[src/rtl/calc_entry_ctrl.sv]
// Keypad calculator entry controller: assembles BCD operands and the operator, hands them to the
// arithmetic stage over req/ack and latches the result. Optional backspace: CALC_ENTRY_BACKSPACE_EN.
module calc_entry_ctrl #(
   parameter int DIGITS = 4
) (
   input  logic                  clk,
   input  logic                  reset,
   input  logic                  key_valid,
   input  logic [3:0]            key_code,
   output logic                  calc_req,
   input  logic                  calc_ack,
   input  logic                  calc_done,
   input  logic [4*DIGITS-1:0]   result_bcd,
   output logic [4*DIGITS-1:0]   operand_a,
   output logic [4*DIGITS-1:0]   operand_b,
   output logic [1:0]            op,
   output logic [1:0]            display_state,
   output logic [4*DIGITS-1:0]   disp_value,
   output logic [2:0]            digit_count
);

   localparam int W = 4 * DIGITS;

   typedef enum logic [2:0] {
      ENTER_A, OP_SEL, ENTER_B, REQ, WAIT, SHOW
   } state_t;

   state_t         state, nxt_state;
   logic [W-1:0]   result, nxt_result;
   logic [W-1:0]   nxt_a, nxt_b, nxt_dv;
   logic [1:0]     nxt_op, nxt_ds, key_op;
   logic [2:0]     nxt_count;
   logic           nxt_req;
   logic           is_digit, is_oper, is_eq, is_clr, room;

   assign is_digit = key_valid && (key_code <= 4'd9);
   assign is_oper  = key_valid && (key_code >= 4'hA) && (key_code <= 4'hC);
   assign is_eq    = key_valid && (key_code == 4'hD);
   assign is_clr   = key_valid && (key_code == 4'hE);
   assign key_op   = (key_code == 4'hA) ? 2'b00 : (key_code == 4'hB) ? 2'b01 : 2'b10;
   assign room     = digit_count < 3'(DIGITS);

   // Next-state computation; every output is registered from these next values.
   always_comb begin
      nxt_state  = state;
      nxt_a      = operand_a;
      nxt_b      = operand_b;
      nxt_op     = op;
      nxt_count  = digit_count;
      nxt_result = result;
      nxt_req    = calc_req;
      if (is_clr) begin
         nxt_state  = ENTER_A;
         nxt_a      = '0;
         nxt_b      = '0;
         nxt_op     = 2'b00;
         nxt_count  = 3'd0;
         nxt_result = '0;
         nxt_req    = 1'b0;
      end else begin
         case (state)
            ENTER_A: begin
               if (is_digit && room) begin
                  nxt_a     = {operand_a[W-5:0], key_code};
                  nxt_count = digit_count + 3'd1;
               end else if (is_oper) begin
                  nxt_op    = key_op;
                  nxt_count = 3'd0;
                  nxt_state = OP_SEL;
               end
`ifdef CALC_ENTRY_BACKSPACE_EN
               else if (key_valid && key_code == 4'hF && digit_count != 3'd0) begin
                  nxt_a     = {4'h0, operand_a[W-1:4]};
                  nxt_count = digit_count - 3'd1;
               end
`endif
            end
            OP_SEL: begin
               if (is_oper) begin
                  nxt_op = key_op;
               end else if (is_digit) begin
                  nxt_b     = {{(W-4){1'b0}}, key_code};
                  nxt_count = 3'd1;
                  nxt_state = ENTER_B;
               end
            end
            ENTER_B: begin
               if (is_digit && room) begin
                  nxt_b     = {operand_b[W-5:0], key_code};
                  nxt_count = digit_count + 3'd1;
               end else if (is_eq) begin
                  nxt_req   = 1'b1;
                  nxt_state = REQ;
               end
`ifdef CALC_ENTRY_BACKSPACE_EN
               // Erasing the only B digit falls back to operator selection.
               else if (key_valid && key_code == 4'hF) begin
                  if (digit_count <= 3'd1) begin
                     nxt_b     = '0;
                     nxt_count = 3'd0;
                     nxt_state = OP_SEL;
                  end else begin
                     nxt_b     = {4'h0, operand_b[W-1:4]};
                     nxt_count = digit_count - 3'd1;
                  end
               end
`endif
            end
            REQ: begin
               if (calc_ack) begin
                  nxt_req   = 1'b0;
                  nxt_state = WAIT;
               end
            end
            WAIT: begin
               if (calc_done) begin
                  nxt_result = result_bcd;
                  nxt_state  = SHOW;
               end
            end
            SHOW: begin
               if (is_digit) begin
                  nxt_a     = {{(W-4){1'b0}}, key_code};
                  nxt_b     = '0;
                  nxt_count = 3'd1;
                  nxt_state = ENTER_A;
               end else if (is_oper) begin
                  nxt_a     = result;
                  nxt_op    = key_op;
                  nxt_count = 3'd0;
                  nxt_state = OP_SEL;
               end
            end
            default: nxt_state = ENTER_A;
         endcase
      end
   end

   // Display selection follows the state being entered, so it lines up with the registered data.
   always_comb begin
      nxt_ds = 2'b10;
      nxt_dv = nxt_b;
      case (nxt_state)
         ENTER_A: begin nxt_ds = 2'b00; nxt_dv = nxt_a;      end
         OP_SEL:  begin nxt_ds = 2'b01; nxt_dv = nxt_a;      end
         SHOW:    begin nxt_ds = 2'b11; nxt_dv = nxt_result; end
         default: begin nxt_ds = 2'b10; nxt_dv = nxt_b;      end
      endcase
   end

   always_ff @(posedge clk or negedge reset) begin
      if (!reset) begin
         state         <= ENTER_A;
         operand_a     <= '0;
         operand_b     <= '0;
         op            <= 2'b00;
         digit_count   <= 3'd0;
         result        <= '0;
         calc_req      <= 1'b0;
         display_state <= 2'b00;
         disp_value    <= '0;
      end else begin
         state         <= nxt_state;
         operand_a     <= nxt_a;
         operand_b     <= nxt_b;
         op            <= nxt_op;
         digit_count   <= nxt_count;
         result        <= nxt_result;
         calc_req      <= nxt_req;
         display_state <= nxt_ds;
         disp_value    <= nxt_dv;
      end
   end

endmodule
[config.mk]
export PLATFORM = sky130hd
export DESIGN_NAME = calc_entry_ctrl
export DESIGN_NICKNAME = d
export VERILOG_FILES = /design/src/rtl/calc_entry_ctrl.sv
export SDC_FILE = /design/constraint.sdc
export NUM_CORES = 1
export LEC_CHECK = 0
export CAP_MARGIN = 30
export CORE_MARGIN = 10
export CORE_UTILIZATION = 47
export CTS_CLUSTER_SIZE = 40
export DETAILED_ROUTE_END_ITERATION = 6
export GPL_ROUTABILITY_DRIVEN = 0
export PLACE_DENSITY = 0.74
export SLEW_MARGIN = 5
export SYNTH_ARGS = -nofsm -noshare
export SYNTH_HDL_FRONTEND = slang
export SYNTH_SLANG_ARGS = --single-unit
[constraint.sdc]
create_clock -name clk -period 1.9 [get_ports clk]
set_input_delay 0.38 -clock clk [delete_from_list [all_inputs] [get_ports clk]]
set_output_delay 0.38 -clock clk [all_outputs]
set_load 0.01 [all_outputs]
== Word level (Yosys, flattened, before mapping) ==
Index checks and enable logic that the tools add are counted.

* Register bits after elaboration: 75

* Reduce and logical (&&, ||, !) cells: 15
* Muxes and demuxes: 47
* Eq/ne operators: 19
* Magnitude comparators: 4
* Add/subtract/negate cells: 1

{| class="wikitable"
|+ Operators with widths
! cell !! number
|-
| two-way mux 16 bit || 12
|-
| case mux 16 bit (2 select lines) || 2
|-
| two-way mux 3 bit || 17
|-
| case mux 16 bit (3 select lines) || 1
|-
| != test 3 bit, second input constant || 8
|-
| case mux 3 bit (6 select lines) || 1
|-
| equality test 4 bit, second input constant || 4
|-
| two-way mux 2 bit || 6
|-
| case mux 2 bit (3 select lines) || 2
|-
| case mux 3 bit (4 select lines) || 1
|-
| equality test 3 bit, second input constant || 3
|-
| <= comparator 4 bit, second input constant || 2
|-
| AND reduction 4 bit || 2
|-
| equality test 3 x 1 -> 1 bit, second input constant || 2
|-
| equality test 3 x 2 -> 1 bit, second input constant || 2
|-
| logical AND 1 bit || 6
|-
| logical NOT 3 bit || 2
|-
| nonzero test 5 bit || 1
|-
| greater-or-equal comparator 4 bit, second input constant || 1
|-
| two-way mux 1 bit || 4
|-
| nonzero test 4 bit || 1
|-
| adder 3 x 1 -> 3 bit, second input constant || 1
|-
| < comparator 3 bit, second input constant || 1
|-
| AND reduction 3 bit || 1
|-
| other kinds (3) || 3
|}

== Logic depth before layout (Yosys ltp) ==
Gate-level depths: netlist (run 1).

* Depth in word-level cells: 10
* Depth in mapped cells: 8
* Depth with buffers taken out: 5

== Least setup slack after synthesis (run 1) ==
OpenSTA, ideal clock, no wires.

* Path type: input port to flip-flop
* Start: input port key_code[0]
* End: register disp_value[7]
* Data required time: 1762 ps
* Setup time: 138 ps
* Arrival time: 1963 ps
* Path slack: -201 ps
* Stages: 7
* Buffers on the path: 2
* Cell sequence: buf_6 or3b_4 a21o_4 o31a_1 o211ai_4 buf_12 o221ai_2

* Cells in the longest elaborated chain, start to end: 10
* Elaborated cells between the ends (all ways): 37
* Classes of those cells: order compare: 3; eq/ne: 4; mux: 22; reduce/logical: 8

{| class="wikitable"
|+ Ends and longest elaborated chain
! element !! RTL line !! RTL
|-
| from (decl) || 9 || <nowiki>input logic [3:0] key_code,</nowiki>
|-
| greater-or-equal comparator 4 bit || 37 || <nowiki>assign is_oper = key_valid && (key_code >= 4'hA) && (key_code <= 4'hC);</nowiki>
|-
| logical AND 1 bit (2 in a row) || 37 ||
|-
| two-way mux 3 bit || 66, 127 ||
|-
| two-way mux 3 bit (on tied branches) || 122, 63 ||
|-
| case mux 3 bit (6 select lines) || 61 || <nowiki>case (state)</nowiki>
|-
| two-way mux 3 bit || 52 || <nowiki>if (is_clr) begin</nowiki>
|-
| equality test 3 x 1 -> 1 bit / logical NOT 3 bit (equally long branches) || 143 || <nowiki>case (nxt_state)</nowiki>
|-
| OR reduction 2 bit (no source line) || n/a ||
|-
| case mux 16 bit (2 select lines) * || 143 ||
|-
| net nxt_dv[7] || 30 || <nowiki>logic [W-1:0] nxt_a, nxt_b, nxt_dv;</nowiki>
|-
| to (signal assigned) || 171 || <nowiki>disp_value <= nxt_dv;</nowiki>
|-
| to (decl) || 18 || <nowiki>output logic [4*DIGITS-1:0] disp_value,</nowiki>
|}

Mark *: on every way through the listed nets, which the timed path passes. The rest lies on a longest branch.
A chain may end at the register's enable or synchronous reset.

== Worst setup path after layout (run 1) ==
* Start: register state[2]
* End: register disp_value[6]

* Cells in the longest elaborated chain, start to end: 7
* Elaborated cells between the ends (all ways): 28
* Classes of those cells: eq/ne: 7; mux: 18; reduce/logical: 3

{| class="wikitable"
|+ Ends and longest elaborated chain
! element !! RTL line !! RTL
|-
| from (decl) || 28 || <nowiki>state_t state, nxt_state;</nowiki>
|-
| from (signal assigned) || 163 || <nowiki>state <= nxt_state;</nowiki>
|-
| two-way mux 3 bit (on tied branches) (2 in a row) || n/a ||
|-
| case mux 3 bit (6 select lines) || 61 ||
|-
| two-way mux 3 bit || 52 ||
|-
| equality test 3 x 1 -> 1 bit / logical NOT 3 bit (equally long branches) || 143 ||
|-
| OR reduction 2 bit (no source line) || n/a ||
|-
| case mux 16 bit (2 select lines) * || 143 ||
|-
| net nxt_dv[6] || 30 ||
|}

Marks and branches as above.

==> results of run 1 <==
[metrics by stage]
| stage | setup TNS, ns | setup WS (ns) | hold slack [ns] | area, sq um | util [%] |
|---|---|---|---|---|---|
| after floorplan | -1.95 | -0.155 | 0.0844 | 4100 | - |
| after global placement | -32.45 | -0.634 | 0.357 | 5680 | 68.2 |
| after detailed placement | -38.13 | -0.743 | 0.365 | 5680 | 68.2 |
| after CTS | -1.49 | -0.120 | 0.517 | 6180 | 74.1 |
| after global routing | -4.25 | -0.194 | 0.550 | 6350 | 76.1 |
| final | -2.26 | -0.146 | 0.511 | 6350 | 76.1 |
[cell families after synthesis]
logic type | count (synthesis) | synth area share [%]
AOI/OAI and AO/OA | 148 | 29.7
adders and majority gates | 1 | 0.306
buffers and inverters | 70 | 8.73
DFF | 75 | 45.9
and+or+nand+nor | 116 | 15.3
[state kept, by name (all words and copies together) (netlist names)]
name and flops:
digit_count 3, op 2, operand_a 16, state 3, disp_value 16, display_state 2
operand_b 16, calc_req 1, result 16
[Yosys cell counts (7+ instances only)]
| master | number |
|---|---|
| o221ai_2 | 10 |
| buf_4 | 17 |
| o21ai_0 | 8 |
| a222oi_1 | 12 |
| nand2b_1 | 7 |
| inv_1 | 37 |
| a21oi_1 | 31 |
| nor2_1 | 13 |
| dfrtp_1 | 75 |
| nor2b_1 | 7 |
| a22oi_1 | 14 |
| clkbuf_1 | 9 |
| o221ai_1 | 9 |
| o211ai_1 | 21 |
| nand2_1 | 49 |
[worst paths after layout]
path / from / endpoint / slack [ns] / depth (start not counted)
max: state[2]$_DFF_PN0_ / disp_value[6]$_DFF_PN0_ / -0.15 / 9
min: reset / digit_count[2]$_DFFE_PN0P_ / 0.51 / 2
max reg2reg: state[2]$_DFF_PN0_ / disp_value[6]$_DFF_PN0_ / -0.15 / 9
min reg2reg: op[0]$_DFFE_PN0P_ / op[0]$_DFFE_PN0P_ / 0.52 / 1
max in group asynchronous: reset / state[0]$_DFF_PN0_ / 0.74 / 3
min in group clk: op[0]$_DFFE_PN0P_ / op[0]$_DFFE_PN0P_ / 0.52 / 1
[what timing repair did]
| action | in CTS | in global routing |
|---|---|---|
| buffers inserted | 16 | 7 |
| pin swaps | 28 | 12 |
| hold buffers | 1 | 0 |
| gates resized for setup | 43 | 36 |
| cloned | 1 | 2 |
| endpoints found under the hold margin | 30 | 0 |
| setup endpoints to repair | 53 | 47 |
[power by group]
part | leakage (nW) | internal, W | total [W] | switching [W]
clock | 0.0947 | 0.000509 | 0.00124 | 0.000731
combinational | 1.85 | 0.00290 | 0.00573 | 0.00283
sequential | 0.981 | 0.00220 | 0.00277 | 0.000567
total | 2.92 | 0.00561 | 0.00974 | 0.00413
[per-layer routing]
layer  GRT usage (%)  vias to the layer above  routed length [um]
li1                -                     1916                   -
met1            27.8                     2160                5900
met2            39.0                      367                7660
met3            6.13                       92                1880
met4            11.7                        2                 773
met5               0                        -                  28
[worst register-to-register path: stages, from the launching register on]
cell and delay (ns):
dfrtp_2 0.47, buf_6 0.15, buf_4 0.12, nand4bb_1 0.12, o41a_1 0.24, buf_4 0.15, o31ai_4 0.07, buf_12 0.16
o211ai_1 0.27, o221ai_2 0.15
[layout make-up]
cell class	count	share of cell area, %
inverters	37	2.19
flip-flops and latches	75	29.6
well taps	105	2.07
clock inverters	7	1.02
multi-input cells	265	33.1
clock buffers	9	1.95
repair buffers	210	30.1
==> results.sh, run 1 <==
export IMPL_status="complete, but fails checks"
export IMPL_violations="negative setup slack"
export IMPL_syn_area_sq_um=4090
export IMPL_rsz0062_at_grt="yes"
export IMPL_finalNetCount=624
export IMPL_antenna_found_initial=0
export IMPL_hold_viol=0
export IMPL_regArea_sq_um=1880
export IMPL_crit_fanout=17
export IMPL_die_area_sq_um=12800
export IMPL_cp_cell_sequence="buf_6 -> buf_4 -> nand4bb_1 -> o41a_1 -> buf_4 -> o31ai_4 -> buf_12 -> o211ai_1 -> o221ai_2"
export IMPL_cp_num_buf_inv=4
export IMPL_p_leak_nw=2.92
export IMPL_final_cells=708
export IMPL_fin_skew_ns=0.0198
export IMPL_setup_slack_ns=-0.146
export IMPL_syn_avg_cell_area_sq_um=9.97
export IMPL_viasPerCell=6.41
export IMPL_min_period_ns=2.05
export IMPL_synthArstFlopShare_pct=100
export IMPL_ys_types=68
export IMPL_relSlewSlack_pct=66.2
export IMPL_finalPower_w=0.00974
export IMPL_hold_class="primary input to asynchronous set/reset pin"
export IMPL_path_delay_family="compound AO/OA/AOI/OAI gates"
export IMPL_synth_top_area_share_pct=45.9
export IMPL_routed_wl_um=16200
export IMPL_overflow=0
export IMPL_rows=33
export IMPL_slowest_delay_ns=0.47
export IMPL_path_common_cell="buf_4"
export IMPL_synth_edf_count=0
export IMPL_io_buffers=80
export IMPL_power_density_nw_per_um2=1530
export IMPL_cts_sinks=75
export IMPL_fillers=528
export IMPL_max_vdd_ir_drop_v=0.000802
export IMPL_layout_common_cells="buf_4 (113), clkdlybuf4s50_1 (73), dfrtp_1 (72)"
export IMPL_synth_top_cells_by_area="dfrtp_1 (46%), nand2_1 (4.5%), o211ai_1 (3.9%), a21oi_1 (3.8%), o221ai_2 (3.7%)"
export IMPL_netlist_instances=410
export IMPL_ant_nets=0
export IMPL_worstSetupStartpointType="register"
export IMPL_die_h_um=113
export IMPL_yosys_warnings=0
export IMPL_syn_nets=436
export IMPL_clkTransAtPathRegs_ns=0.09
export IMPL_htree_levels=3
export IMPL_grt_max_degree=34
export IMPL_crit_type="register to register"
export IMPL_grt_pass1_wl_um=24700
export IMPL_yosysSeqAreaShare_pct=45.9
export IMPL_finalCritPeriodShare_pct=108
export IMPL_n_antenna_cell=0
export IMPL_dpl_hpwl_um=10600
export IMPL_drt_initial_drc_count=626
export IMPL_layout_drive_gt1_share_pct=36.2
export IMPL_wl_per_cell_um=22.9
export IMPL_synth_seq_cells=75
export IMPL_cts_buffers=9
export IMPL_die_w_um=113
export IMPL_insertion_delay_ns=0.37
export IMPL_num_vias=4537
export IMPL_core_sq_um=8340
export IMPL_critPathCaptureType="register"
export IMPL_grt_util_all_layers_pct=23.6
export IMPL_maxCapViolCount=0
export IMPL_yosys_area_top_type="dfrtp_1"
export IMPL_critPathRequiredTime_ns=2.13
export IMPL_start_util_pct=49.0
export IMPL_layout_commonest_cell="buf_4"
export IMPL_synthToLayoutAreaGrowth_pct=55.4
export IMPL_place_inst=668
export IMPL_setup_viol=26
export IMPL_clockBufferDepth=2
export IMPL_cp_arrival_ns=2.27
export IMPL_fmax_mhz=489
export IMPL_cts_root_buf="clkbuf_8"
export IMPL_tritoncts="yes"
export IMPL_cp_slowest_cell="dfrtp_2"
export IMPL_report_final_slew_viol_count=0
export IMPL_tightest_slew_ns=0.507
export IMPL_route_detailed_drc=0
export IMPL_synthFlopType="dfrtp_1"
export IMPL_io_pins=81
export IMPL_multi_input_area_sq_um=2100
export IMPL_firstDrtPassIters=6
export IMPL_grt_pass1_vias=4669
Note: power is estimated with default switching activity, not from simulation.
==> inputs of run 2 (changes only) <==
==> constraint.sdc (replaced) <==
create_clock -name clk -period 1.9 [get_ports clk]
set_input_delay 0.57 -clock clk [delete_from_list [all_inputs] [get_ports clk]]
set_output_delay 0.57 -clock clk [all_outputs]
set_load 0.01 [all_outputs]
==> results.sh, run 2 (synthesis results as in run 1) <==
export IMPL_status="complete, but fails checks"
export IMPL_violations="design-rule violations, negative setup slack"
export IMPL_layout_common_cells="buf_4 (121), dfrtp_1 (68), nand2_1 (49)"
export IMPL_setup_viol=38
export IMPL_hold_viol=0
export IMPL_antenna_found_initial=0
export IMPL_firstDrtPassIters=7
export IMPL_grt_pass1_wl_um=24900
export IMPL_die_h_um=113
export IMPL_rows=33
export IMPL_insertion_delay_ns=0.36
export IMPL_tns_ns=-6.87
export IMPL_route_detailed_drc=13
export IMPL_r2r_end="disp_value[15]$_DFF_PN0_"
export IMPL_wl_per_cell_um=23.9
export IMPL_p_leak_nw=3.23
export IMPL_rsz0062_at_grt="yes"
export IMPL_finalNetCount=641
export IMPL_power_density_nw_per_um2=1570
export IMPL_synthToLayoutAreaGrowth_pct=62.5
export IMPL_cp_arrival_ns=2.46
export IMPL_critPathRequiredTime_ns=2.13
export IMPL_fin_util_pct=79.6
export IMPL_fmax_mhz=447
export IMPL_worstSetupStartpointType="register"
export IMPL_cts_root_buf="clkbuf_8"
export IMPL_core_sq_um=8340
export IMPL_critPathCaptureType="register"
export IMPL_cts_hold_buf=0
export IMPL_crit_fanout=7
export IMPL_relSlewSlack_pct=59.9
export IMPL_layout_drive_gt1_share_pct=40.6
export IMPL_worst_r2r_cell_count=7
export IMPL_num_vias=4695
export IMPL_dpl_hpwl_um=10400
export IMPL_tritoncts="yes"
export IMPL_cts_buffers=9
export IMPL_report_final_slew_viol_count=0
export IMPL_ant_nets=0
export IMPL_finalCritPeriodShare_pct=118
export IMPL_viasPerCell=6.48
export IMPL_grt_pass1_vias=4659
export IMPL_maxCapViolCount=0
export IMPL_crit_type="register to register"
export IMPL_grt_max_degree=29
export IMPL_fillers=478
export IMPL_die_w_um=113
export IMPL_htree_levels=3
export IMPL_setup_slack_ns=-0.336
export IMPL_max_vdd_ir_drop_v=0.000792
export IMPL_start_util_pct=49.0
export IMPL_n_antenna_cell=0
export IMPL_r2r_start="state[0]$_DFF_PN0_"
export IMPL_hold_class="primary input to asynchronous set/reset pin"
export IMPL_clkTransAtPathRegs_ns=0.09
export IMPL_drt_initial_drc_count=715
export IMPL_grt_util_all_layers_pct=23.8
export IMPL_cts_sinks=75
export IMPL_routed_wl_um=17400
export IMPL_min_period_ns=2.24
export IMPL_fin_skew_ns=0.00818
export IMPL_overflow=0
export IMPL_die_area_sq_um=12800
export IMPL_layout_commonest_cell="buf_4"
export IMPL_place_ws_ns=-0.823
export IMPL_clockBufferDepth=2
export IMPL_rrSetupSlack_ns=-0.34
export IMPL_io_buffers=80
export IMPL_hold_ws_ns=0.121
export IMPL_tightest_slew_ns=0.601
export IMPL_io_pins=81
[run 2: timing repair]
item / CTS / global route
resized for setup: 82 / 59
setup buffers: 23 / 17
endpoints found under the setup margin: 67 / 62
cloned: 1 / 2
pin swaps: 27 / 36
[run 2: area by class of cell]
class	instances	area, sq um	share of cell area, %
multi-input cells	265	2170	32.7
clock buffers	9	124	1.87
repair buffers	227	2080	31.3
well taps	105	131	1.98
clock inverters	7	108	1.62
inverters	37	139	2.09
flip-flops and latches	75	1890	28.4
[run 2: how the worst max path moves through the flow]
stage	to	slack (ns)	startpoint
detailed placement	disp_value[15]$_DFF_PN0_	-0.82	key_code[1]
global route	disp_value[15]$_DFF_PN0_	-0.41	state[2]$_DFF_PN0_
finish	disp_value[15]$_DFF_PN0_	-0.34	state[0]$_DFF_PN0_
floorplan	disp_value[7]$_DFF_PN0_	-0.34	key_code[0]
global placement	disp_value[3]$_DFF_PN0_	-0.77	key_code[1]
CTS	disp_value[6]$_DFF_PN0_	-0.12	state[0]$_DFF_PN0_
[run 2: power breakdown]
| part | internal, W | switching, W | total, W |
|---|---|---|---|
| clock | 0.000767 | 0.000701 | 0.00147 |
| combinational | 0.00312 | 0.00313 | 0.00626 |
| sequential | 0.00221 | 0.000515 | 0.00272 |
| total | 0.00610 | 0.00435 | 0.0104 |
[run 2: critical path, cell delays in order, from the launching register on]
cell and delay (ns):
dfrtp_2 0.44, or2_4 0.27, nor4_4 0.32, a311oi_2 0.10, clkbuf_16 0.18, buf_4 0.14, a222oi_1 0.50, o221ai_4 0.15
[run 2: metrics by stage]
step,power [W],std cells,cell area [sq um]
6_report,0.0104,725,6640
3_3_place_gp,0.00755,669,5700
2_1_floorplan,0.00511,410,4130
4_1_cts,0.00971,708,6280
5_1_grt,0.0109,725,6640
3_5_place_dp,0.00764,669,5700
[run 2: routing by layer]
layer	wire length [um]	track usage, %
met3	1750	6.87
met2	8390	38.4
met5	0	2.35
met1	6430	28.5
met4	788	11.2
==> inputs of run 3 (changes only) <==
HOLD_SLACK_MARGIN = 0.1   (was not set)
==> results of run 3 <==
Same layout as run 2: the final DEF is identical, and so are final timing and power.
